$ cat config.mk
export PLATFORM = sky130hd
export DESIGN_NAME = sync_fifo_flags_flat
export DESIGN_NICKNAME = d
export VERILOG_FILES = /design/src/rtl/sync_fifo_flags_if.sv /design/src/rtl/sync_fifo_flags.sv /design/src/flat_wrapper.sv
export SDC_FILE = /design/constraint.sdc
export NUM_CORES = 1
export LEC_CHECK = 0
export BUFFER_PORTS_ARGS = -buffer_cell sky130_fd_sc_hd__buf_2
export CORE_MARGIN = 1
export CORE_UTILIZATION = 40
export DETAILED_ROUTE_END_ITERATION = 7
export PLACE_DENSITY_LB_ADDON = 0.05
export SLEW_MARGIN = 20
export SYNTH_ARGS = -nofsm -noshare
export SYNTH_HDL_FRONTEND = slang
export SYNTH_SLANG_ARGS = --single-unit
$ cat constraint.sdc
create_clock -name clk -period 5.3 [get_ports clk]
set_input_delay 1.06 -clock clk [delete_from_list [all_inputs] [get_ports clk]]
set_output_delay 1.06 -clock clk [all_outputs]
set_load 0.03 [all_outputs]
$ cat src/rtl/sync_fifo_flags_if.sv
// Producer/consumer bundle for sync_fifo_flags.
// The FIFO takes the slave side; the surrounding logic takes the master side.
interface sync_fifo_flags_if #(
  parameter int data_width = 4,
  parameter int addr_width = 4
);
  logic [data_width-1:0] fifo_in;
  logic                  we;
  logic                  re;
  logic [data_width-1:0] fifo_out;
  logic                  full;
  logic                  empty;
  logic                  almost_full;
  logic                  almost_empty;
  logic [addr_width:0]   count;
  logic                  overflow;
  logic                  underflow;

  modport master (
    output fifo_in, we, re,
    input  fifo_out, full, empty, almost_full, almost_empty, count, overflow, underflow
  );

  modport slave (
    input  fifo_in, we, re,
    output fifo_out, full, empty, almost_full, almost_empty, count, overflow, underflow
  );
endinterface

$ cat src/rtl/sync_fifo_flags.sv
// Single-clock parametrised FIFO with occupancy count, full/empty and programmable
// almost flags, overflow/underflow pulses and optional first-word-fall-through read.
module sync_fifo_flags #(
  parameter int data_width = 4,
  parameter int addr_width = 4,
  parameter int af_thresh  = 14,
  parameter int ae_thresh  = 2,
  parameter int fwft       = 0
) (
  input  logic             clk,
  input  logic             rst,
  sync_fifo_flags_if.slave bus
);
  localparam int DEPTH = 1 << addr_width;
  localparam logic [addr_width:0] DEPTH_C = (addr_width+1)'(DEPTH);
  localparam logic [addr_width:0] AF_C    = (addr_width+1)'(af_thresh);
  localparam logic [addr_width:0] AE_C    = (addr_width+1)'(ae_thresh);

  if (af_thresh < 1 || af_thresh > DEPTH || ae_thresh < 0 || ae_thresh >= DEPTH) begin : g_bad_params
    $fatal(1, "sync_fifo_flags: af_thresh must be 1..DEPTH and ae_thresh 0..DEPTH-1");
  end

  logic [data_width-1:0] mem_q [DEPTH];
  logic [addr_width-1:0] wr_ptr_q, wr_ptr_d;
  logic [addr_width-1:0] rd_ptr_q, rd_ptr_d;
  logic [addr_width:0]   count_q, count_d;
  logic [data_width-1:0] rdata_q, rdata_d;
  logic                  full_q, empty_q, af_q, ae_q, ovf_q, unf_q;
  logic                  wr_ok_s, rd_ok_s;

  // Accept decisions, next pointers/count and registered-mode read data.
  always_comb begin
    rd_ok_s  = bus.re && !empty_q;
    // A full FIFO still takes a write when a read frees a slot in the same cycle.
    wr_ok_s  = bus.we && (!full_q || rd_ok_s);
    wr_ptr_d = wr_ok_s ? wr_ptr_q + addr_width'(1) : wr_ptr_q;
    rd_ptr_d = rd_ok_s ? rd_ptr_q + addr_width'(1) : rd_ptr_q;
    count_d  = count_q + (addr_width+1)'(wr_ok_s) - (addr_width+1)'(rd_ok_s);
    rdata_d  = rdata_q;
    if (fwft == 0 && rd_ok_s) begin
      rdata_d = mem_q[rd_ptr_q];
    end else begin
      rdata_d = rdata_q;
    end
  end

  // Pointer, count and flag registers; flags come from the next count so they carry no lag.
  always_ff @(posedge clk) begin
    if (rst) begin
      wr_ptr_q <= '0;
      rd_ptr_q <= '0;
      count_q  <= '0;
      rdata_q  <= '0;
      full_q   <= 1'b0;
      empty_q  <= 1'b1;
      af_q     <= 1'b0;
      ae_q     <= 1'b1;
      ovf_q    <= 1'b0;
      unf_q    <= 1'b0;
    end else begin
      wr_ptr_q <= wr_ptr_d;
      rd_ptr_q <= rd_ptr_d;
      count_q  <= count_d;
      rdata_q  <= rdata_d;
      full_q   <= (count_d == DEPTH_C);
      empty_q  <= (count_d == '0);
      af_q     <= (count_d >= AF_C);
      ae_q     <= (count_d <= AE_C);
      ovf_q    <= bus.we && !wr_ok_s;
      unf_q    <= bus.re && !rd_ok_s;
    end
  end

  // Storage array; never cleared, and reset blocks a same-cycle write.
  always_ff @(posedge clk) begin
    if (!rst && wr_ok_s) begin
      mem_q[wr_ptr_q] <= bus.fifo_in;
    end
  end

  // In fall-through mode the head word is presented straight from the array.
  assign bus.fifo_out     = (fwft != 0) ? mem_q[rd_ptr_q] : rdata_q;
  assign bus.full         = full_q;
  assign bus.empty        = empty_q;
  assign bus.almost_full  = af_q;
  assign bus.almost_empty = ae_q;
  assign bus.count        = count_q;
  assign bus.overflow     = ovf_q;
  assign bus.underflow    = unf_q;
endmodule
$ cat src/flat_wrapper.sv
// flat-port wrapper written by rule: the top's interface ports become plain ports
module sync_fifo_flags_flat 
#(
  parameter int data_width = 4,
  parameter int addr_width = 4,
  parameter int af_thresh  = 14,
  parameter int ae_thresh  = 2,
  parameter int fwft       = 0
)
  (clk, rst, bus_fifo_in, bus_we, bus_re, bus_fifo_out, bus_full, bus_empty, bus_almost_full, bus_almost_empty, bus_count, bus_overflow, bus_underflow);
  sync_fifo_flags_if #(.data_width(data_width), .addr_width(addr_width)) bus_i ();
  input  logic clk;
  input  logic rst;
  input wire logic [$bits(bus_i.fifo_in)-1:0] bus_fifo_in;
  input wire logic [$bits(bus_i.we)-1:0] bus_we;
  input wire logic [$bits(bus_i.re)-1:0] bus_re;
  output wire logic [$bits(bus_i.fifo_out)-1:0] bus_fifo_out;
  output wire logic [$bits(bus_i.full)-1:0] bus_full;
  output wire logic [$bits(bus_i.empty)-1:0] bus_empty;
  output wire logic [$bits(bus_i.almost_full)-1:0] bus_almost_full;
  output wire logic [$bits(bus_i.almost_empty)-1:0] bus_almost_empty;
  output wire logic [$bits(bus_i.count)-1:0] bus_count;
  output wire logic [$bits(bus_i.overflow)-1:0] bus_overflow;
  output wire logic [$bits(bus_i.underflow)-1:0] bus_underflow;
  assign bus_i.fifo_in = bus_fifo_in;
  assign bus_i.we = bus_we;
  assign bus_i.re = bus_re;
  assign bus_fifo_out = bus_i.fifo_out;
  assign bus_full = bus_i.full;
  assign bus_empty = bus_i.empty;
  assign bus_almost_full = bus_i.almost_full;
  assign bus_almost_empty = bus_i.almost_empty;
  assign bus_count = bus_i.count;
  assign bus_overflow = bus_i.overflow;
  assign bus_underflow = bus_i.underflow;
  sync_fifo_flags #(.data_width(data_width), .addr_width(addr_width), .af_thresh(af_thresh), .ae_thresh(ae_thresh), .fwft(fwft)) u_core (.clk(clk), .rst(rst), .bus(bus_i));
endmodule
* Word-level counts from Yosys, hierarchy flattened
Memories as Yosys holds them, arrays and structs flattened. A register that Yosys moved wholly into a read port is not among the register bits.
Index checks and enable logic that the tools add are counted.
** Word-level totals
- Memories kept :: 1
- Bits in writable memories :: 64
- Bits of input ports :: 8
- Logic and storage cells :: 31
- Register bits :: 19
- Output and inout port bits :: 15
** Cells by class
- Equal/unequal tests :: 1
- $add $sub $neg :: 4
- Reduce and logical (&&, ||, !) cells :: 12
- Magnitude comparators :: 2
- Muxes and demuxes :: 2
** Memory list
- u_core.mem_q :: words 16, width 4, rd ports 1, clocked after memory_dff 1, write ports 1, line sync_fifo_flags.sv:23 : logic [data_width-1:0] mem_q [DEPTH];
** Operator list (number)
- 4-bit by 1-bit adder with 4-bit output (second input constant) :: 2
- 5-bit by 1-bit adder with 5-bit output :: 1
- 5-bit == test (second input constant) :: 1
- 5-bit by 4-bit greater-or-equal comparator with 1-bit output (second input constant) :: 1
- 5-bit by 2-bit <= comparator with 1-bit output (second input constant) :: 1
- 1-bit logical AND :: 5
- 1-bit zero test :: 5
- 5-bit zero test :: 1
- 5-bit by 1-bit subtractor with 5-bit output :: 1
- 1-bit two-way mux :: 2
- 1-bit logical OR :: 1

* Depth between registers and ports, before layout
Gate-level depths: netlist (run 1).
- Word-level depth :: 7
- Mapped depth :: 10
- Depth with buffers taken out :: 10

* Worst setup path after synthesis (run 1)
OpenSTA, ideal clock, no wires.
- Kind :: input to register
- Start point :: input bus_re
- End point :: register u_core.full_q, in the netlist u_core.bus.full
- Path buffers :: 0
- Cell stages on the path :: 10
- Data required time :: 5.204 ns
- Arrival :: 3.029 ns
- Library setup time :: 0.096 ns
- Slack :: 2.175 ns
- Path through :: nand2b_1 clkinv_1 ha_1 inv_1 ha_1 fa_1 a21o_1 a21oi_1 xnor2_1 nor4b_1
** On the way
- Longest elaborated chain between the ends :: 6
** Ends and longest elaborated chain
- start: declaration :: line flat_wrapper.sv:16 : input wire logic [$bits(bus_i.re)-1:0] bus_re;
- 1-bit logical AND (*) :: line sync_fifo_flags.sv:33 : rd_ok_s = bus.re && !empty_q;
- net u_core.rd_ok_s :: line sync_fifo_flags.sv:29 : logic wr_ok_s, rd_ok_s;
- 1-bit logical OR :: line sync_fifo_flags.sv:35 : wr_ok_s = bus.we && (!full_q || rd_ok_s);
- 1-bit logical AND :: line sync_fifo_flags.sv:35
- 5-bit by 1-bit adder with 5-bit output :: line sync_fifo_flags.sv:38 : count_d = count_q + (addr_width+1)'(wr_ok_s) - (addr_width+1)'(rd_ok_s);
- 5-bit by 1-bit subtractor with 5-bit output (*) :: line sync_fifo_flags.sv:38
- 5-bit == test (*) :: line sync_fifo_flags.sv:65 : full_q <= (count_d == DEPTH_C);
- end signal: assignment :: line sync_fifo_flags.sv:65
- end: declaration :: line sync_fifo_flags.sv:28 : logic full_q, empty_q, af_q, ae_q, ovf_q, unf_q;
The timed path passes the listed nets; every way through them passes the cells marked *.
A chain may end at the register's enable or synchronous reset.

* Worst setup path in the final report (run 1)
Same ends and word-level chain as after synthesis.

==> results.py, run 1 <==
metrics = {
    "status": {
        "status": "complete, no violations",
    },
    "setup_path": {
        "endpoint": "u_core.bus.full",
        "critical_path_arrival_ns": 3.39,
        "end_kind": "register",
        "critical_path.top_delay_family": "adder cells",
        "crit_start": "bus_re",
        "cp_slowest_cell": "fa_1",
        "critPathMaxStageDelay_ns": 0.40,
        "crit_chain": "buf_2, nand2b_1, clkinv_1, ha_1, inv_1, ha_1, fa_1, a21o_1, a21oi_1, xnor2_1, nor4b_1",
        "cp.depth": 11,
        "critical_path_class": "in -> reg",
        "rr_startpoint": "u_core.bus.empty",
        "reg2reg_to": "u_core.bus.full",
        "path_common_cell": "ha_1",
        "cp_data_required_time_ns": 5.55,
        "r2r_slack_ns": 2.55,
        "cp_max_fo": 8,
        "crit_buf_inv": 3,
        "reg2reg_depth": 10,
        "start_kind": "input pin",
    },
    "power_and_ir_drop": {
        "p_clk_share_pct": 26.5,
        "combinationalPowerShare_pct": 24.7,
        "switchingPower_mw": 0.5218,
        "finalPower_mw": 1.677,
        "power.density_nw_per_um2": 425.1,
        "p_leak_nw": 1.350,
        "internal-power_mw": 1.156,
        "pwr-share-seq_pct": 48.7,
        "p_sw_share_pct": 31.11,
        "irDropWorstVdd_uv": 250.2,
    },
    "sta": {
        "hold_violations": 0,
        "fin_skew_ns": 0.006254,
        "worstMarginPinSlew_ns": 0.9414,
        "maxSlewViolCount": 0,
        "setup_tns_ns": 0,
        "max-slew-margin-rel_pct": 37.15,
        "min_period_ns": 3.136,
        "fmax_mhz": 318.9,
        "timing.final.crit_share_pct": 59.16,
        "finalSetupViolCount": 0,
        "setup_ws_ns": 2.164,
        "rsz0062_at_grt": "false",
    },
    "final_layout": {
        "diodes": 0,
        "register_area_um2": 2382,
        "instances_no_fill": 362,
        "fill_cells": 832,
        "final_util_pct": 45.47,
        "finalNetCount": 268,
        "syn_to_final_growth_pct": 10.94,
        "drive_above_1_share_pct": 19.29,
        "multiInputGateArea_um2": 1081,
    },
    "logic_synthesis": {
        "yosys.area.top_type_share_pct": 54.03,
        "yosysWarnings": 0,
        "synthTopCellsByCount": "64 x edfxtp_1, 24 x nor2_1, 23 x dfxtp_1, 11 x mux4_2, 11 x nand2_1",
        "avgSynthCellArea_um2": 15.88,
        "yosysTopAreaCell": "edfxtp_1",
        "synth-edff-count": 64,
        "synth_top_flop_cell": "edfxtp_1",
        "netlist_area_um2": 3557,
        "syn_inst": 224,
        "synth_most_common_cell": "edfxtp_1",
        "synthesis.nets": 243,
        "synthArstFlopShare_pct": 0,
        "seq_area_frac_synth_pct": 66.97,
        "synth_area_leaders": "edfxtp_1 54%, dfxtp_1 13%, mux4_2 7.0%",
        "ys_seq_elements": 87,
        "ys_types": 36,
    },
    "clock_tree": {
        "cts_sinks": 87,
        "post_cts_resized": 0,
        "post_cts_buffers": 0,
        "clockBufferDepth": 2,
        "postCtsHoldBufs": 0,
        "cts_root_buf": "clkbuf_8",
        "cts_tree": "yes",
        "insertion_delay_ns": 0.35,
        "clk_pin_slew_ns": 0.08,
        "cts_made_buffers": 9,
        "ctsHtreeMaxLevel": 3,
    },
    "global_routing": {
        "global_route.overflow_total": 0,
        "grt.total_usage_pct": 16.83,
        "grt_pass1_wl_um": 10590,
        "first_global_vias": 1898,
        "grt_max_degree": 24,
        "antenna_found_initial": 0,
    },
    "place": {
        "pre_cts_slack_ns": 1.816,
        "dpl.hpwl_um": 4657,
        "placed_cells": 346,
        "place_congestion": 0.6932,
        "io_buffers": 22,
    },
    "detailed_routing": {
        "avgRoutedWirePerCell_um": 18.97,
        "dr.pass1.iters": 4,
        "drc": 0,
        "drt_wl_total_um": 6868,
        "ant_nets": 0,
        "first_iter_violations": 94,
        "num_vias": 1897,
        "routed_via_density": 5.240,
    },
    "die": {
        "rows": 34,
        "ios": 23,
        "die_x_um": 96.30,
        "start_util_pct": 40.99,
        "core_area_um2": 8678,
        "die-area_um2": 9274,
        "die_y_um": 96.30,
    },
    "job": {
        "drv_cap": 0,
    },
    "worst_hold_path": {
        "min_path_type": "reg -> reg",
    },
}
area by class of cell:
cell class	count	area share (%)
clock inverters	6	1.554
inverters	11	1.046
multi-input cells	117	27.39
repair buffers	23	2.980
well taps	108	3.424
flip-flops and latches	87	60.37
clock buffers	10	3.234
cells in the final DEF (no fill, tap or decap), types with 2 or more instances in the layout:
cell type,synthesis,final
inv_1,10,10
edfxtp_1,64,64
dfxtp_1,23,23
o21ai_0,3,3
nor2_1,24,24
a21oi_1,4,4
a211oi_1,2,2
mux4_1,5,5
a21o_1,2,2
nor3_1,4,4
a2bb2oi_1,4,4
clkbuf_8,0,9
nand2_1,11,11
ha_1,10,10
mux2i_1,9,9
xnor2_1,5,5
xor2_1,5,5
a41o_1,2,2
nand2b_1,3,3
clkinvlp_4,0,2
buf_2,3,22
nor2b_1,2,2
mux4_2,11,11
clkinv_1,1,3
tightest hold or removal path, delay by kind of cell (launching register included):
family / cells / cell delay, ns
flops: 1 / 0.34
compound gates: 2 / 0.12
stage by stage:
step                hold WS, ns  area [µm²]
finish                   0.4821        3946
global placement         0.4656        3757
floorplan                0.4855        3557
detailed placement       0.4698        3757
CTS                      0.4900        3946
global route             0.5227        3946
logic make-up after synthesis:
logic type               Yosys count  synth area share (%)
AO/OA/AOI/OAI                     20                 3.904
XOR/XNOR                          10                 2.462
adder cells (fa/ha/maj)           11                 4.080
buffers and inverters             20                 2.638
flip-flops                        87                 66.97
multiplexers                      25                 13.19
AND/OR/NAND/NOR                   51                 6.754
sequential cells by signal (all words and copies together) (netlist names), 4 cells and up:
| name | cells |
|---|---|
| u_core.bus.count | 5 |
| u_core.bus.fifo_out | 4 |
| u_core.mem_q | 64 |
| u_core.rd_ptr_q | 4 |
| u_core.wr_ptr_q | 4 |
power groups by stage:
stage,Combinational (mW),Sequential (mW),Clock [mW]
after floorplan,0.261,0.883,0
after global placement,0.420,0.834,0
after detailed placement,0.418,0.833,0
after CTS,0.421,0.819,0.459
after global routing,0.459,0.825,0.483
final,0.415,0.817,0.445
layer usage:
metal	global-route usage, %	up-vias	wire length [µm]
met5	0	-	0
met4	6.985	0	108
met3	3.791	12	231
met2	25.89	38	3128
met1	23.03	946	3398
li1	-	901	-
how the worst min path moves through the flow:
stage	start	cells past startpoint	slack [ns]	to
after floorplan	u_core.rd_ptr_q[3]	2	0.49	u_core.rd_ptr_q[3]
after detailed placement	u_core.bus.fifo_out[2]	2	0.47	u_core.bus.fifo_out[2]
after global placement	u_core.bus.fifo_out[3]	2	0.47	u_core.bus.fifo_out[3]
after CTS	u_core.bus.fifo_out[2]	2	0.49	u_core.bus.fifo_out[2]
final	u_core.bus.fifo_out[2]	2	0.48	u_core.bus.fifo_out[2]
after global routing	u_core.bus.fifo_out[2]	2	0.52	u_core.bus.fifo_out[2]
Power figures use the tool's default switching activity.
==> run 2: changes to the inputs <==
==> constraint.sdc (replaced) <==
create_clock -name clk -period 2.5 [get_ports clk]
set_input_delay 0.5 -clock clk [delete_from_list [all_inputs] [get_ports clk]]
set_output_delay 0.5 -clock clk [all_outputs]
set_load 0.03 [all_outputs]
==> results.py, run 2 (synthesis results as in run 1) <==
metrics = {
    "status": {
        "status": "complete, no violations",
    },
    "final_layout": {
        "diodes": 0,
        "syn_to_final_growth_pct": 15.76,
        "final_util_pct": 47.45,
        "regMostFlops": "u_core.mem_q",
        "final_common_cell": "edfxtp_1",
        "instances_no_fill": 384,
        "fill_cells": 789,
        "drive_above_1_share_pct": 26.45,
        "final_cell_mix": "64 x edfxtp_1, 24 x nor2_1, 23 x buf_4",
        "finalNetCount": 290,
        "largest_reg_flops": 64,
    },
    "power_and_ir_drop": {
        "p_clk_share_pct": 25.4,
        "irDropWorstVdd_uv": 629.0,
        "p_leak_nw": 1.476,
        "combinationalPowerShare_pct": 27.6,
        "p_sw_share_pct": 30.45,
        "pwr-share-seq_pct": 47.0,
        "internal-power_mw": 2.554,
        "power.density_nw_per_um2": 891.8,
        "switchingPower_mw": 1.118,
    },
    "sta": {
        "worstMarginPinSlew_ns": 0.5339,
        "finalSetupViolCount": 0,
        "timing.final.crit_share_pct": 94.89,
        "fmax_mhz": 421.5,
        "rsz0062_at_grt": "false",
        "holdWs_ns": 0.4736,
        "hold_violations": 0,
        "min_period_ns": 2.372,
        "fin_skew_ns": 0.007501,
        "maxSlewViolCount": 0,
        "max-slew-margin-rel_pct": 64.36,
        "setup_tns_ns": 0,
        "setup_ws_ns": 0.1277,
    },
    "setup_path": {
        "reg2reg_to": "u_core.bus.full",
        "critical_path_class": "reg -> reg",
        "crit_chain": "nand2b_1, clkinv_2, ha_1, inv_1, ha_1, fa_1, a21o_1, a21oi_2, xnor2_2, nor4b_1",
        "cp_max_fo": 5,
        "critPathMaxStageDelay_ns": 0.41,
        "cp_data_required_time_ns": 2.76,
        "critical_path_arrival_ns": 2.63,
        "reg2reg_depth": 10,
        "end_kind": "register",
        "rr_startpoint": "u_core.bus.empty",
        "cp_slowest_cell": "fa_1",
        "r2r_slack_ns": 0.13,
        "path_common_cell": "ha_1",
        "start_kind": "register",
    },
    "die": {
        "rows": 34,
        "die-area_um2": 9274,
        "die_x_um": 96.30,
        "die_y_um": 96.30,
        "core_area_um2": 8678,
        "start_util_pct": 40.99,
        "ios": 23,
    },
    "clock_tree": {
        "post_cts_resized": 0,
        "insertion_delay_ns": 0.35,
        "cts_tree": "yes",
        "cts_root_buf": "clkbuf_8",
        "clk_pin_slew_ns": 0.08,
        "post_cts_buffers": 0,
        "ctsHtreeMaxLevel": 3,
        "postCtsHoldBufs": 0,
        "clockBufferDepth": 2,
        "cts_made_buffers": 9,
        "cts_sinks": 87,
    },
    "detailed_routing": {
        "routed_via_density": 5.000,
        "drt_wl_total_um": 6969,
        "drc": 0,
        "avgRoutedWirePerCell_um": 18.15,
        "num_vias": 1920,
        "ant_nets": 0,
        "dr.pass1.iters": 4,
        "first_iter_violations": 116,
    },
    "global_routing": {
        "grt_pass1_wl_um": 10920,
        "antenna_found_initial": 0,
        "global_route.overflow_total": 0,
        "first_global_vias": 1901,
        "grt_max_degree": 23,
        "grt.total_usage_pct": 17.17,
    },
    "worst_hold_path": {
        "worstHoldStart": "u_core.bus.fifo_out[1]",
        "min_path_type": "reg -> reg",
        "hold_depth": 2,
        "whs_endpoint": "u_core.bus.fifo_out[1]",
    },
    "place": {
        "pre_cts_slack_ns": -0.08937,
        "place_congestion": 0.6855,
        "placed_cells": 368,
        "io_buffers": 22,
        "dpl.hpwl_um": 4976,
    },
    "job": {
        "drv_cap": 0,
    },
}
## run 2: metal layers
metal	wire, µm	vias to the layer above	track usage [%]
li1	-	939	-
met1	3394	940	24.79
met2	3261	32	25.00
met3	209	9	4.344
met4	104	0	6.250
met5	0	-	0
## run 2: worst max path at each step
stage	from	end	slack, ns	cells after the start
floorplan	bus_re	u_core.bus.full	0.01	10
global placement	bus_re	u_core.bus.full	-0.07	11
detailed placement	bus_re	u_core.bus.full	-0.09	11
CTS	u_core.bus.empty	u_core.bus.full	0.10	10
global route	u_core.bus.empty	u_core.bus.full	0.02	10
finish	u_core.bus.empty	u_core.bus.full	0.13	10
## run 2: metrics by stage
| step | cell area [µm²] | total power [mW] |
|---|---|---|
| after floorplan | 3560 | 2.427 |
| after global placement | 3925 | 2.744 |
| after detailed placement | 3925 | 2.737 |
| after CTS | 4106 | 3.672 |
| after global routing | 4118 | 3.875 |
| final | 4118 | 3.672 |
## run 2: worst max-delay path: cells and delay by family (launching register included)
kind                       cells  cell delay (ns)
AOI/OAI and AO/OA              2             0.38
buffers and inverters          2             0.11
adders and majority gates      3             0.88
DFF                            1             0.36
and+or+nand+nor                2             0.43
xor gates and xnor gates       1             0.13
## run 2: final cells by class
cell class	count	area, µm²	share of cell area [%]
inverter	11	42.54	1.033
clock buffer	12	135.1	3.282
clock inverter	4	46.29	1.124
timing repair buffer	45	282.8	6.867
multi-input combinational	117	1092	26.53
sequential	87	2384	57.89
tap	108	135.1	3.282
## run 2: power groups by stage
stage | logic (mW) | clock network [mW] | registers [mW]
floorplan | 0.554 | 0 | 1.87
global placement | 0.981 | 0 | 1.76
detailed placement | 0.975 | 0 | 1.76
CTS | 0.982 | 0.960 | 1.73
global route | 1.11 | 1.02 | 1.74
finish | 1.01 | 0.932 | 1.73
==> run 3: changes to the inputs <==
--- a/config.mk
+++ b/config.mk
@@ -9,7 +9,7 @@
 export CORE_MARGIN = 1
 export CORE_UTILIZATION = 40
 export DETAILED_ROUTE_END_ITERATION = 7
-export PLACE_DENSITY_LB_ADDON = 0.05
+export PLACE_DENSITY = 0.58
 export SLEW_MARGIN = 20
 export SYNTH_ARGS = -nofsm -noshare
 export SYNTH_HDL_FRONTEND = slang
==> results.py, run 3 (synthesis results as in run 1) <==
metrics = {
    "sta": {
        "min_period_ns": 2.368,
        "timing.final.crit_share_pct": 94.70,
        "worstMarginPinSlew_ns": 0.5138,
        "hold_violations": 0,
        "finalSetupViolCount": 0,
        "fmax_mhz": 422.4,
        "fin_skew_ns": 0.01117,
        "max-slew-margin-rel_pct": 65.70,
        "maxSlewViolCount": 0,
    },
    "final_layout": {
        "fin_area_um2": 4114,
        "final_cell_mix": "64 x edfxtp_1, 24 x nor2_1, 22 x buf_2, 22 x dfxtp_1, 20 x buf_4",
        "syn_to_final_growth_pct": 15.65,
        "final_common_cell": "edfxtp_1",
        "finalNetCount": 287,
        "fill_cells": 772,
        "multiInputGateArea_um2": 1092,
        "regMostFlops": "u_core.mem_q",
        "final_util_pct": 47.40,
        "drive_above_1_share_pct": 27.47,
        "register_area_um2": 2384,
        "diodes": 0,
        "largest_reg_flops": 64,
    },
    "global_routing": {
        "antenna_found_initial": 0,
        "grt_max_degree": 23,
        "global_route.overflow_total": 0,
        "grt.total_usage_pct": 15.92,
        "grt_pass1_wl_um": 10220,
        "first_global_vias": 1876,
    },
    "setup_path": {
        "critical_path_class": "reg -> reg",
        "critical_path_arrival_ns": 2.64,
        "end_kind": "register",
        "rr_startpoint": "u_core.bus.empty",
        "cp_slowest_cell": "fa_1",
        "start_kind": "register",
        "critPathMaxStageDelay_ns": 0.40,
        "r2r_slack_ns": 0.13,
        "endpoint": "u_core.bus.full",
        "reg2reg_depth": 10,
        "path_common_cell": "ha_1",
        "crit_chain": "nand2b_1, clkinv_2, ha_1, inv_1, ha_1, fa_1, a21o_1, a21oi_2, xnor2_2, nor4b_1",
        "reg2reg_to": "u_core.bus.full",
        "cp_max_fo": 5,
        "cp_data_required_time_ns": 2.77,
        "crit_start": "u_core.bus.empty",
    },
    "detailed_routing": {
        "num_vias": 1916,
        "avgRoutedWirePerCell_um": 17.21,
        "routed_via_density": 5.029,
        "drc": 0,
        "first_iter_violations": 75,
        "dr.pass1.iters": 6,
        "drt_wl_total_um": 6558,
        "ant_nets": 0,
    },
    "clock_tree": {
        "cts_sinks": 87,
        "ctsHtreeMaxLevel": 3,
        "clk_pin_slew_ns": 0.10,
        "cts_root_buf": "clkbuf_8",
        "cts_tree": "yes",
        "insertion_delay_ns": 0.36,
        "clockBufferDepth": 2,
        "cts_made_buffers": 9,
        "postCtsHoldBufs": 0,
    },
    "power_and_ir_drop": {
        "p_sw_share_pct": 32.88,
        "p_leak_nw": 1.472,
        "irDropWorstVdd_uv": 344.6,
        "switchingPower_mw": 1.213,
        "internal-power_mw": 2.477,
        "power.density_nw_per_um2": 897.1,
        "pwr-share-seq_pct": 46.7,
        "p_clk_share_pct": 26.1,
        "combinationalPowerShare_pct": 27.1,
    },
    "die": {
        "core_area_um2": 8678,
        "ios": 23,
        "die-area_um2": 9274,
        "rows": 34,
        "die_x_um": 96.30,
        "die_y_um": 96.30,
        "start_util_pct": 40.99,
    },
    "status": {
        "status": "complete, no violations",
    },
    "job": {
        "drv_cap": 0,
    },
    "place": {
        "io_buffers": 22,
        "dpl.hpwl_um": 4575,
        "place_congestion": 0.7256,
        "place_area_um2": 3902,
    },
    "worst_hold_path": {
        "min_path_type": "in -> reg",
        "hold_depth": 3,
    },
}
[run 3: how the worst min path moves through the flow]
| stage | end | from | slack [ns] |
|---|---|---|---|
| after floorplan | u_core.rd_ptr_q[3] | u_core.rd_ptr_q[3] | 0.49 |
| after global placement | u_core.bus.fifo_out[2] | u_core.bus.fifo_out[2] | 0.45 |
| after detailed placement | u_core.bus.fifo_out[1] | u_core.bus.fifo_out[1] | 0.46 |
| after CTS | u_core.bus.overflow | bus_we | 0.44 |
| after global routing | u_core.bus.overflow | bus_we | 0.46 |
| final | u_core.bus.overflow | bus_we | 0.45 |
[run 3: final cells by class]
class                           instances  share of cell area, %
Clock inverter                          7                  1.855
Timing Repair Buffer                   42                  6.326
Inverter                               11                  1.034
Tap cell                              108                  3.285
Clock buffer                            9                  3.011
Multi-Input combinational cell        117                  26.55
Sequential cell                        87                  57.94
[run 3: worst max-delay path, delay by kind of cell (launching register included)]
family          cells  cell delay (ns)
fa+ha+maj           3             0.89
simple gates        2             0.43
flops               1             0.36
compound gates      2             0.36
xor+xnor            1             0.13
buf+inv             2             0.11
[run 3: timing repair]
action | in CTS | in global routing
endpoints found under the hold margin | 0 | 0
gates resized for setup | 0 | 2
endpoints found under the setup margin | 0 | 4
buffers inserted | 0 | 0
[run 3: metrics by stage]
stage | hold WS [ns] | setup TNS [ns] | cells | total power, mW | worst slack, ns
after floorplan | 0.4855 | 0 | 224 | 2.427 | 0.01232
after CTS | 0.4385 | 0 | 381 | 3.691 | 0.09979
after global routing | 0.4587 | -0.002914 | 381 | 3.884 | -0.002914
after global placement | 0.4542 | -0.1271 | 365 | 2.717 | -0.05847
final | 0.4535 | 0 | 381 | 3.691 | 0.1325
after detailed placement | 0.4592 | -0.3238 | 365 | 2.726 | -0.1064
[run 3: power by group through the flow]
stage               combinational (mW)  sequential [mW]  clock (mW)
CTS                              0.972             1.73       0.992
floorplan                        0.554             1.87           0
detailed placement               0.966             1.76           0
global placement                 0.960             1.76           0
finish                            1.00             1.72       0.964
global route                      1.11             1.74        1.03
[run 3: metal layers]
layer	part of all wire (%)	track usage, %	wire, µm
met5	0	0	0
met4	1.8	7.721	120
met3	2.7	3.239	178
met2	45	23.82	2963
met1	50	22.13	3296
